### config.mk
export PLATFORM = sky130hd
export DESIGN_NAME = fpu_issue_queue_flat
export DESIGN_NICKNAME = d
export VERILOG_FILES = /design/src/rtl/fpu_issue_queue_if.sv /design/src/rtl/fpu_issue_queue.sv /design/src/flat_wrapper.sv
export SDC_FILE = /design/constraint.sdc
export NUM_CORES = 1
export LEC_CHECK = 0
export CAP_MARGIN = 15
export CORE_AREA = 5 5 127 159
export CTS_BUF_LIST = sky130_fd_sc_hd__clkbuf_4
export DETAILED_ROUTE_END_ITERATION = 16
export DIE_AREA = 0 0 132 164
export PLACE_DENSITY = 0.86
export SETUP_SLACK_MARGIN = 0.02
export SYNTH_ARGS = -nofsm -noshare
export SYNTH_HDL_FRONTEND = slang
export SYNTH_SLANG_ARGS = --single-unit
### constraint.sdc
create_clock -name clk -period 5.9 [get_ports clk]
set_clock_uncertainty 0.15 [all_clocks]
set_input_delay 1.18 -clock clk [delete_from_list [all_inputs] [get_ports clk]]
set_output_delay 1.18 -clock clk [all_outputs]
set_load 0.02 [all_outputs]
### src/rtl/fpu_issue_queue_if.sv
// Handshake bundle between the FP front-end, the issue queue and the FPU decode stage.
// master: environment side (front-end pushes, FPU reports hazard, flush source).
// slave : queue side (accepts pushes, presents the head instruction to the FPU).
interface fpu_issue_queue_if;
  // Front-end push channel
  logic        in_valid;
  logic        in_ready;
  logic [31:0] in_inst;
  logic [31:0] in_intop;
  // Pipeline flush (mispredict / exception)
  logic        flush;
  // FPU issue channel
  logic [31:0] fpu_inst;
  logic        fpu_is_legl;
  logic [31:0] fpu_from_intreg;
  logic        fpu_hazard;

  modport master (
    output in_valid, in_inst, in_intop, flush, fpu_hazard,
    input  in_ready, fpu_inst, fpu_is_legl, fpu_from_intreg
  );

  modport slave (
    input  in_valid, in_inst, in_intop, flush, fpu_hazard,
    output in_ready, fpu_inst, fpu_is_legl, fpu_from_intreg
  );
endinterface

### src/rtl/fpu_issue_queue.sv
// FP instruction issue queue: circular FIFO of {inst, intop} pairs feeding the FPU decode stage.
// Latency: 1 cycle push-to-present; 0 cycles for an empty queue when FPU_ISSUE_BYPASS_EN is defined.
// Backpressure: in_ready = (count < DEPTH) from registered state only; head held while fpu_hazard is set.
//
// Ports:
//   clk, rst      - single clock, asynchronous active-high reset
//   bus (slave)   - in_valid/in_ready/in_inst/in_intop push channel, flush,
//                   fpu_inst/fpu_is_legl/fpu_from_intreg issue channel, fpu_hazard from the FPU
//   count         - current occupancy
//   stall_cycles  - saturating count of cycles the presented instruction was held by a hazard
// Optional build macro: FPU_ISSUE_BYPASS_EN (combinational bypass of an empty queue).
module fpu_issue_queue #(
  parameter int DEPTH = 4,
  parameter int CW    = 16
) (
  input  logic                     clk,
  input  logic                     rst,
  fpu_issue_queue_if.slave         bus,
  output logic [$clog2(DEPTH):0]   count,
  output logic [CW-1:0]            stall_cycles
);

  localparam int AW = $clog2(DEPTH);
  localparam logic [AW:0] FULL = (AW+1)'(DEPTH);

  // Storage is intentionally not reset; only pointers/count qualify its contents.
  logic [31:0]   inst_mem  [DEPTH];
  logic [31:0]   intop_mem [DEPTH];

  logic [AW-1:0] wr_ptr;
  logic [AW-1:0] rd_ptr;
  logic [AW:0]   count_q;
  logic [CW-1:0] stall_q;

  logic          non_empty;
  logic          presented;
  logic          issue;
  logic          push;
  logic          pop;
  logic [31:0]   head_inst;
  logic [31:0]   head_intop;

  assign non_empty  = (count_q != '0);
  assign head_inst  = inst_mem[rd_ptr];
  assign head_intop = intop_mem[rd_ptr];

  // Registered-only ready: a full queue refuses a push even when it pops that cycle.
  assign bus.in_ready = (count_q < FULL);

`ifdef FPU_ISSUE_BYPASS_EN
  logic bypass;

  // Empty queue: forward the incoming instruction straight to the FPU.
  assign bypass    = ~non_empty & bus.in_valid;
  assign presented = non_empty | bypass;

  always_comb begin
    bus.fpu_inst        = 32'h0;
    bus.fpu_from_intreg = 32'h0;
    if (non_empty) begin
      bus.fpu_inst        = head_inst;
      bus.fpu_from_intreg = head_intop;
    end else if (bypass) begin
      bus.fpu_inst        = bus.in_inst;
      bus.fpu_from_intreg = bus.in_intop;
    end
  end

  // rst gates issue so a bypassed instruction cannot leak out during reset.
  assign issue = presented & ~bus.fpu_hazard & ~bus.flush & ~rst;
  // Only a queued head consumes storage; a bypassed issue never touches the FIFO.
  assign pop   = issue & non_empty;
  // A bypassed instruction that issued is done; one that stalled is queued normally.
  assign push  = bus.in_valid & bus.in_ready & ~bus.flush & ~(bypass & issue);
`else
  assign presented = non_empty;

  always_comb begin
    bus.fpu_inst        = 32'h0;
    bus.fpu_from_intreg = 32'h0;
    if (non_empty) begin
      bus.fpu_inst        = head_inst;
      bus.fpu_from_intreg = head_intop;
    end
  end

  assign issue = presented & ~bus.fpu_hazard & ~bus.flush & ~rst;
  assign pop   = issue;
  assign push  = bus.in_valid & bus.in_ready & ~bus.flush;
`endif

  assign bus.fpu_is_legl = issue;
  assign count           = count_q;
  assign stall_cycles    = stall_q;

  // Control state: pointers, occupancy and hazard-stall counter.
  always_ff @(posedge clk or posedge rst) begin
    if (rst) begin
      wr_ptr  <= '0;
      rd_ptr  <= '0;
      count_q <= '0;
      stall_q <= '0;
    end else begin
      // Saturating: sticks at all-ones rather than wrapping.
      if (presented && bus.fpu_hazard && (stall_q != '1)) begin
        stall_q <= stall_q + 1'b1;
      end

      if (bus.flush) begin
        // Flush drops everything, including a push offered in the same cycle.
        wr_ptr  <= '0;
        rd_ptr  <= '0;
        count_q <= '0;
      end else begin
        // DEPTH is a power of two, so pointer overflow is the modulo wrap.
        if (push) wr_ptr <= wr_ptr + 1'b1;
        if (pop)  rd_ptr <= rd_ptr + 1'b1;
        case ({push, pop})
          2'b10:   count_q <= count_q + 1'b1;
          2'b01:   count_q <= count_q - 1'b1;
          default: count_q <= count_q;
        endcase
      end
    end
  end

  // Entry storage; push already excludes flush cycles.
  always_ff @(posedge clk) begin
    if (push) begin
      inst_mem[wr_ptr]  <= bus.in_inst;
      intop_mem[wr_ptr] <= bus.in_intop;
    end
  end

endmodule

### src/flat_wrapper.sv
// flat-port wrapper written by rule: the top's interface ports become plain ports
module fpu_issue_queue_flat 
#(
  parameter int DEPTH = 4,
  parameter int CW    = 16
)
  (clk, rst, count, stall_cycles, bus_in_valid, bus_in_inst, bus_in_intop, bus_flush, bus_fpu_hazard, bus_in_ready, bus_fpu_inst, bus_fpu_is_legl, bus_fpu_from_intreg);
  fpu_issue_queue_if bus_i ();
  input  logic clk;
  input  logic rst;
  output logic [$clog2(DEPTH):0] count;
  output logic [CW-1:0] stall_cycles;
  input wire logic [$bits(bus_i.in_valid)-1:0] bus_in_valid;
  input wire logic [$bits(bus_i.in_inst)-1:0] bus_in_inst;
  input wire logic [$bits(bus_i.in_intop)-1:0] bus_in_intop;
  input wire logic [$bits(bus_i.flush)-1:0] bus_flush;
  input wire logic [$bits(bus_i.fpu_hazard)-1:0] bus_fpu_hazard;
  output wire logic [$bits(bus_i.in_ready)-1:0] bus_in_ready;
  output wire logic [$bits(bus_i.fpu_inst)-1:0] bus_fpu_inst;
  output wire logic [$bits(bus_i.fpu_is_legl)-1:0] bus_fpu_is_legl;
  output wire logic [$bits(bus_i.fpu_from_intreg)-1:0] bus_fpu_from_intreg;
  assign bus_i.in_valid = bus_in_valid;
  assign bus_i.in_inst = bus_in_inst;
  assign bus_i.in_intop = bus_in_intop;
  assign bus_i.flush = bus_flush;
  assign bus_i.fpu_hazard = bus_fpu_hazard;
  assign bus_in_ready = bus_i.in_ready;
  assign bus_fpu_inst = bus_i.fpu_inst;
  assign bus_fpu_is_legl = bus_i.fpu_is_legl;
  assign bus_fpu_from_intreg = bus_i.fpu_from_intreg;
  fpu_issue_queue #(.DEPTH(DEPTH), .CW(CW)) u_core (.clk(clk), .rst(rst), .bus(bus_i), .count(count), .stall_cycles(stall_cycles));
endmodule
Yosys cells after proc, flatten, opt, wreduce, memory -nomap -nowiden
Memory sizes are Yosys's and may differ from the RTL's.
Index checks and enable logic that the tools add are counted.

operators by class
  $add $sub $neg = 5
  $lt $le $gt $ge = 1
  equal/unequal tests = 3
  muxes and demuxes = 10
  bitwise operators = 8
  reduce and logical (&&, ||, !) cells = 6

operators with widths
  operator                                          number
  two-way mux 32 bit                                2
  adder 16 x 1 -> 16 bit, second input constant     1
  inequality test 16 bit, second input constant     1
  two-way mux 2 bit                                 4
  case mux 3 bit (2 select lines)                   1
  nonzero test 3 bit                                2
  bitwise AND 1 bit                                 5
  adder 2 x 1 -> 2 bit, second input constant       2
  nonzero test 2 bit                                2
  adder 3 x 1 -> 3 bit, second input constant       1
  < comparator 3 bit, second input constant         1
  two-way mux 3 bit                                 1
  NOT 1 bit                                         3
  subtractor 3 x 1 -> 3 bit, second input constant  1
  == test 2 x 1 -> 1 bit, second input constant     1
  == test 2 bit, second input constant              1
  logical AND 1 bit                                 2
  two-way mux 1 bit                                 2

storage, ports and cells
  flip-flop bits (word level) = 23
  memory bits (writable) = 256
  input bits = 69
  word-level logic and storage cells = 39
  memories kept = 2

memories
  memory            depth  bits a word  rd ports  clocked after Yosys merged registers in  wr ports  line                   source
  u_core.inst_mem   4      32           1         0                                        1         fpu_issue_queue.sv:27  logic [31:0] inst_mem [DEPTH];
  u_core.intop_mem  4      32           1         0                                        1         fpu_issue_queue.sv:28  logic [31:0] intop_mem [DEPTH];

Depth between registers and ports, before layout
Gate-level depths: netlist of run 1.

  depth in word-level cells = 7
  mapped depth = 9
  gate-level depth less buffers = 8

Least setup slack after synthesis of run 1
Ideal clock, no wire load.

  path type = input port to flip-flop
  from = input port bus_in_valid
  to = memory u_core.inst_mem[0][0] (enable)
  setup time = 0.429 ns
  arrival time = 3.291 ns
  required time = 5.321 ns
  path slack = 2.030 ns
  stages = 4
  buffers on the path = 1
  cells stage by stage = and2b_1 clkbuf_1 nor2b_1 and2_1

on the way
  cells in the longest elaborated chain, start to end = 4

RTL lines
  element                                  line                    source
  start: declaration                       flat_wrapper.sv:13      input wire logic [$bits(bus_i.in_valid)-1:0] bus_in_valid;
  bitwise AND 1 bit (2 in a row)           fpu_issue_queue.sv:89   assign push = bus.in_valid & bus.in_ready & ~bus.flush;
  two-way mux 1 bit                        fpu_issue_queue.sv:129  if (push) begin
  two-way mux 1 bit (not written as such)  fpu_issue_queue.sv:130  inst_mem[wr_ptr] <= bus.in_inst;
  end: declaration                         fpu_issue_queue.sv:27

No other way between the ends.

Final worst setup path of run 1
  from = register u_core.rd_ptr[0]
  to = output port bus_fpu_from_intreg[0]

on the way
  cells in the longest elaborated chain, start to end = 2

RTL lines
  element                   line                    source
  start: declaration        fpu_issue_queue.sv:31   logic [AW-1:0] rd_ptr;
  start signal: assignment  fpu_issue_queue.sv:117  if (pop) rd_ptr <= rd_ptr + 1'b1;
  memory (4 x 32 bit)       --
  two-way mux 32 bit        fpu_issue_queue.sv:81   if (non_empty) begin
  end: declaration          flat_wrapper.sv:21      output wire logic [$bits(bus_i.fpu_from_intreg)-1:0] bus_fpu_from_intreg;

No other way between the ends.

==> results of run 1 <==
cell type report:
cell class,instances,area (um^2)
diodes,2,5.00
clock buffers,97,728
clock inverters,17,118
fillers,1079,4910
inverters,4,15.0
multi-input cells,226,2630
flip-flops and latches,279,8270
well taps,232,290
repair buffers,160,1600
sequential cells by signal (all words and copies together), names as in the netlist:
name,flops
u_core.count,3
u_core.inst_mem,128
u_core.intop_mem,128
u_core.rd_ptr,2
u_core.stall_cycles,16
u_core.wr_ptr,2
metal layers:
| metal | share of wire | GRT usage | vias up | wire length [um] |
|---|---|---|---|---|
| met2 | 0.55 | 0.369 | 222 | 12100 |
| met1 | 0.37 | 0.244 | 3012 | 8110 |
| met3 | 0.064 | 0.0564 | 27 | 1390 |
| li1 | - | - | 2589 | - |
| met5 | 0 | 0 | - | 0 |
| met4 | 0.014 | 0.0781 | 0 | 309 |
logic make-up after synthesis:
group           after synthesis
simple gates                127
compound gates               11
flops                       279
xor+xnor                     13
mux                          69
buf+inv                      28
fa+ha+maj                     6
layout by cell type, fill, tap and decap left out, types with 2 or more instances in the layout:
master,n
inv_1,4
edfxtp_1,256
nor2_1,13
and4_2,2
nand3_1,5
xnor2_1,2
bufinv_16,2
mux4_2,64
a21oi_1,4
buf_4,6
nor3_1,6
inv_2,2
nor2b_1,67
dfrtp_1,21
a31oi_1,3
diode_2,2
xor2_1,10
nor4_4,2
nand2b_1,2
ha_1,5
nand4_4,2
clkbuf_4,97
clkdlybuf4s50_1,153
and2_4,4
nand2_1,6
nor4b_1,2
nand4_1,4
clkinv_1,12
mux2_4,2
worst min-delay path by stage:
stage	startpoint	end	slack, ns	cells after the start
after CTS	u_core.stall_cycles[0]	u_core.stall_cycles[0]	0.42	1
after global placement	u_core.stall_cycles[8]	u_core.stall_cycles[8]	0.39	1
final	u_core.stall_cycles[7]	u_core.stall_cycles[7]	0.42	1
after detailed placement	u_core.stall_cycles[0]	u_core.stall_cycles[0]	0.41	1
after floorplan	u_core.wr_ptr[0]	u_core.wr_ptr[0]	0.41	2
after global routing	u_core.stall_cycles[0]	u_core.stall_cycles[0]	0.44	1
stage by stage:
step / setup slack, ns / utilization
2_1_floorplan: 2.03 / -
3_3_place_gp: 1.62 / 0.688
3_5_place_dp: 1.56 / 0.688
4_1_cts: 1.09 / 0.734
5_1_grt: 0.934 / 0.736
6_report: 1.23 / 0.736
where the power goes:
group	internal [mW]	switching [mW]	leakage (nW)
registers	2.25	0.0865	2.63
clock network	0.841	0.702	0.506
logic	0.456	0.480	1.40
total	3.55	1.27	4.54
==> out/metrics.csv, run 1 <==
metric,value,unit
nets,814,
CP Capture Type,output port,
worst endpoint data arrival time,3.34,ns
Core Region,18600,um^2
setup repair after global routing missed its margin,no,
Hold Path Class,reg2reg,
Max Buffers Root-to-Sink,3,
Initial Util,0.593,
CTS tree,built,
die span in x,132,um
TNS Setup,0,ns
Synth Area in XOR/XNOR,0.0110,
Slew Limit Fails,0,
Critical Path End,bus_fpu_from_intreg[0],
share of the synthesized area in the top cell type,0.698,
WP data required,4.57,ns
die area,21600,um^2
P_leak,4.54,nW
Total GRT Usage,0.208,
antenna-violating nets left,0,
largest family of logic cells by synthesized area,multiplexers,
worst r2r dst,u_core.count[2],
post-CTS sizing,0,
Adder-Cell Fraction of Synth Area,0.00750,
vias in the first global route,6507,
Worst Reg-to-Reg Cells,8,
largest net degree at the start of global routing,65,
element type at the critical path start,flip-flop,
critical path type,reg2out,
clk root buf,clkbuf_4,
area added between synthesis and finish,24.0,%
"non-filler cells, final",1017,
DRC Markers,0,
IO Port Bufs,153,
post-CTS setup buffers,0,
"Distinct cells, synth",47,
final cycle utilization of the critical path,0.792,
CP max-delay cell,dfrtp_4,
Initial DRC Count,375,
CP Depth,4,
"Hold-fix buffers, CTS",0,
gpl congestion,0.816,
grt ovf,0,
Design Power,4.82,mW
final setup fails,0,
Initial DRT Pass Iterations,5,
Max IR drop VDD,0.289,mV
post-synthesis sequential area ratio,0.750,
Synth area leaders,"edfxtp_1 (70%), mux4_2 (13%), dfrtp_1 (5.2%)",
Reg-to-Reg Start,u_core.count[0],
Clock Latency Late Sink,0.61,ns
ratio of cells with drive above 1 in the final layout,0.250,
syn_nets,608,
critical path cell sequence,buf_4 > mux4_2 > nor2b_1 > clkdlybuf4s50_1,
CP Max Fanout,44,
Worst-Margin Slew,1.01,ns
MaxCap Viol Count,0,
Placed Cells,900,
crit path launch,u_core.rd_ptr[0],
"count leader, synth",edfxtp_1,
Relative slew margins,0.325,
R2R Setup Slk,3.05,ns
routed wire length,21900,um
fin crit period,4.67,ns
via/cell ratio,5.75,
Post-Synthesis Cells,533,
Die Height,164,um
share of flip-flops with an asynchronous set or reset,0.0824,
CTS Sinks,279,
initial antenna violation count,1,
dpl hpwl,13400,um
DP Area,12800,um^2
hold_ws,0.421,ns
syn_area_per_cell,20.7,um^2
number of synthesized flops with an enable pin,256,
synth cell count leaders,"edfxtp_1 (256), nor2b_1 (67), mux4_2 (64)",
cell row count,56,
yosys warns,0,
f_max,214,MHz
Mapped Area,11000,um^2
crit-path max cell delay,1.01,ns
status,finished clean,
post-synthesis register bit count,279,
H-tree depth,3,
TritonCTS buffer count,68,
clock transition at the registers of the reported paths,0.07,ns
cell accounting for the most synthesized area,edfxtp_1,
Synth Area in Simple Gates,0.0762,
first-pass GRT wire length,34800,um
portion of netlist area occupied by mux cells,0.137,
CP bufs+invs,2,
"Hold Vio Cnt, Final",0,
fin area,13700,um^2
routed via count,5850,
"Primary FF master, synth",edfxtp_1,
average routed wire per standard cell,21.6,um
PwrDens,353,nW/um^2
Compound-Gate Fraction of Synth Area,0.00681,
I/O pin cnt,154,
critical path's top delay family,flip-flops,
Power figures use the tool's default switching activity.
==> run 2: changes to the inputs <==
CORE_AREA = 5 5 131 164   (was 5 5 127 159)
DIE_AREA = 0 0 136 169   (was 0 0 132 164)
PLACE_DENSITY = 0.82   (was 0.86)
clock period = 4.9 ns   (was 5.9 ns; I/O delays follow)
==> out/metrics.csv, run 2 (same netlist as run 1, synthesis figures left out) <==
metric,value,unit
CTS Sinks,279,
final setup fails,0,
fin area,13700,um^2
CP Max Fanout,39,
grt ovf,0,
routed wire length,21300,um
die area,23000,um^2
Relative slew margins,0.329,
Final WS setup,0.793,ns
met2 usage,0.331,
die span in x,136,um
CP bufs+invs,2,
clock transition at the registers of the reported paths,0.06,ns
P_leak,4.54,nW
MaxCap Viol Count,0,
Total GRT Usage,0.194,
"Hold Vio Cnt, Final",0,
met3 GRT Util,0.0502,
Placed Cells,938,
post-CTS setup buffers,0,
critical path cell sequence,buf_4 > mux4_2 > nor2b_1 > clkdlybuf4s50_1,
post-CTS sizing,0,
Max IR drop VDD,0.257,mV
H-tree depth,3,
Clk network pwr share,0.325,
Worst-Margin Slew,1.01,ns
DRC Markers,0,
Slew Limit Fails,0,
dpl ws,0.955,ns
Initial Util,0.556,
"most common cell after layout, fill and taps aside",edfxtp_1,
Flop pwr share,0.480,
critical path type,reg2out,
gpl congestion,0.811,
TritonCTS buffer count,68,
Design Power,5.79,mW
grt peak-use layer,met2,
ratio of cells with drive above 1 in the final layout,0.253,
dpl hpwl,12800,um
element type at the critical path start,flip-flop,
Die Height,169,um
IO Port Bufs,153,
clk root buf,clkbuf_4,
Initial DRC Count,285,
Psw,1.54,mW
"non-filler cells, final",1060,
PwrDens,422,nW/um^2
CP max-delay cell,buf_4,
CTS tree,built,
Max Buffers Root-to-Sink,3,
final cycle utilization of the critical path,0.838,
internal power,4.24,mW
CP Capture Type,output port,
nets,813,
TNS Setup,0,ns
cell row count,58,
antenna-violating nets left,0,
initial antenna violation count,2,
Clock Latency Late Sink,0.62,ns
area added between synthesis and finish,24.4,%
worst endpoint data arrival time,2.98,ns
Core Region,19800,um^2
"commonest cells after routing, fill and taps aside","edfxtp_1 (256), clkdlybuf4s50_1 (153), clkbuf_4 (94)",
first-pass GRT wire length,34200,um
critical path's top delay family,buffers and inverters,
Gate power share,0.195,
largest net degree at the start of global routing,65,
Sw Share,0.266,
crit-path max cell delay,0.61,ns
average routed wire per standard cell,20.1,um
DP Area,12800,um^2
setup repair after global routing missed its margin,no,
via/cell ratio,5.46,
status,finished clean,
f_max,244,MHz
Initial DRT Pass Iterations,5,
I/O pin cnt,154,
grt met1 use,0.232,
"Hold-fix buffers, CTS",0,
routed via count,5789,
WP data required,3.77,ns
fin crit period,4.11,ns
Hold Path Class,reg2reg,
vias in the first global route,6448,
[run 2: cell types whose count changed in the layout (fill, tap and decap cells not counted), sizes merged]
cell    previous run  this run
inv                6         8
clkinv            13        20
buf                7         6
clkbuf            97        94
[run 2: power groups by stage]
| stage | combinational, mW | clock, mW | sequential, mW |
|---|---|---|---|
| 2_1_floorplan | 0.595 | 0 | 2.84 |
| 3_3_place_gp | 1.12 | 0 | 2.82 |
| 3_5_place_dp | 1.14 | 0 | 2.83 |
| 4_1_cts | 1.15 | 1.94 | 2.78 |
| 5_1_grt | 1.20 | 2.08 | 2.79 |
| 6_report | 1.13 | 1.88 | 2.78 |
[run 2: area by class of cell]
type                    count  area, um^2
flip-flops and latches    279        8270
fillers                  1298        6110
multi-input cells         226        2630
repair buffers            159        1580
clock buffers              94         706
well taps                 270         338
clock inverters            26         165
inverters                   4        15.0
diodes                      2        5.00
[run 2: through the flow]
| stage | util | hold slack, ns |
|---|---|---|
| floorplan | - | 0.412 |
| global placement | 0.648 | 0.385 |
| detailed placement | 0.648 | 0.403 |
| CTS | 0.692 | 0.415 |
| global route | 0.692 | 0.436 |
| finish | 0.692 | 0.412 |
[run 2: path summary, 6_finish.rpt]
path                                        startpoint                      end  slack, ns  depth (start not counted)
worst max-delay path                  u_core.rd_ptr[0]  bus_fpu_from_intreg[13]       0.79                          4
worst min-delay path            u_core.stall_cycles[0]   u_core.stall_cycles[0]       0.41                          1
worst max register to register         u_core.count[0]          u_core.count[2]       2.00                          9
worst min register to register  u_core.stall_cycles[0]   u_core.stall_cycles[0]       0.41                          1
max in group asynchronous                          rst         u_core.rd_ptr[0]       3.11                          2
min in group asynchronous                          rst   u_core.stall_cycles[1]       0.82                          2
[run 2: routing by layer]
metal / vias to the layer above / wire length (um) / share of wire
met5: - / 0 / 0
met4: 0 / 497 / 0.023
met3: 42 / 1390 / 0.065
met2: 195 / 11500 / 0.54
met1: 2963 / 7930 / 0.37
li1: 2589 / - / -
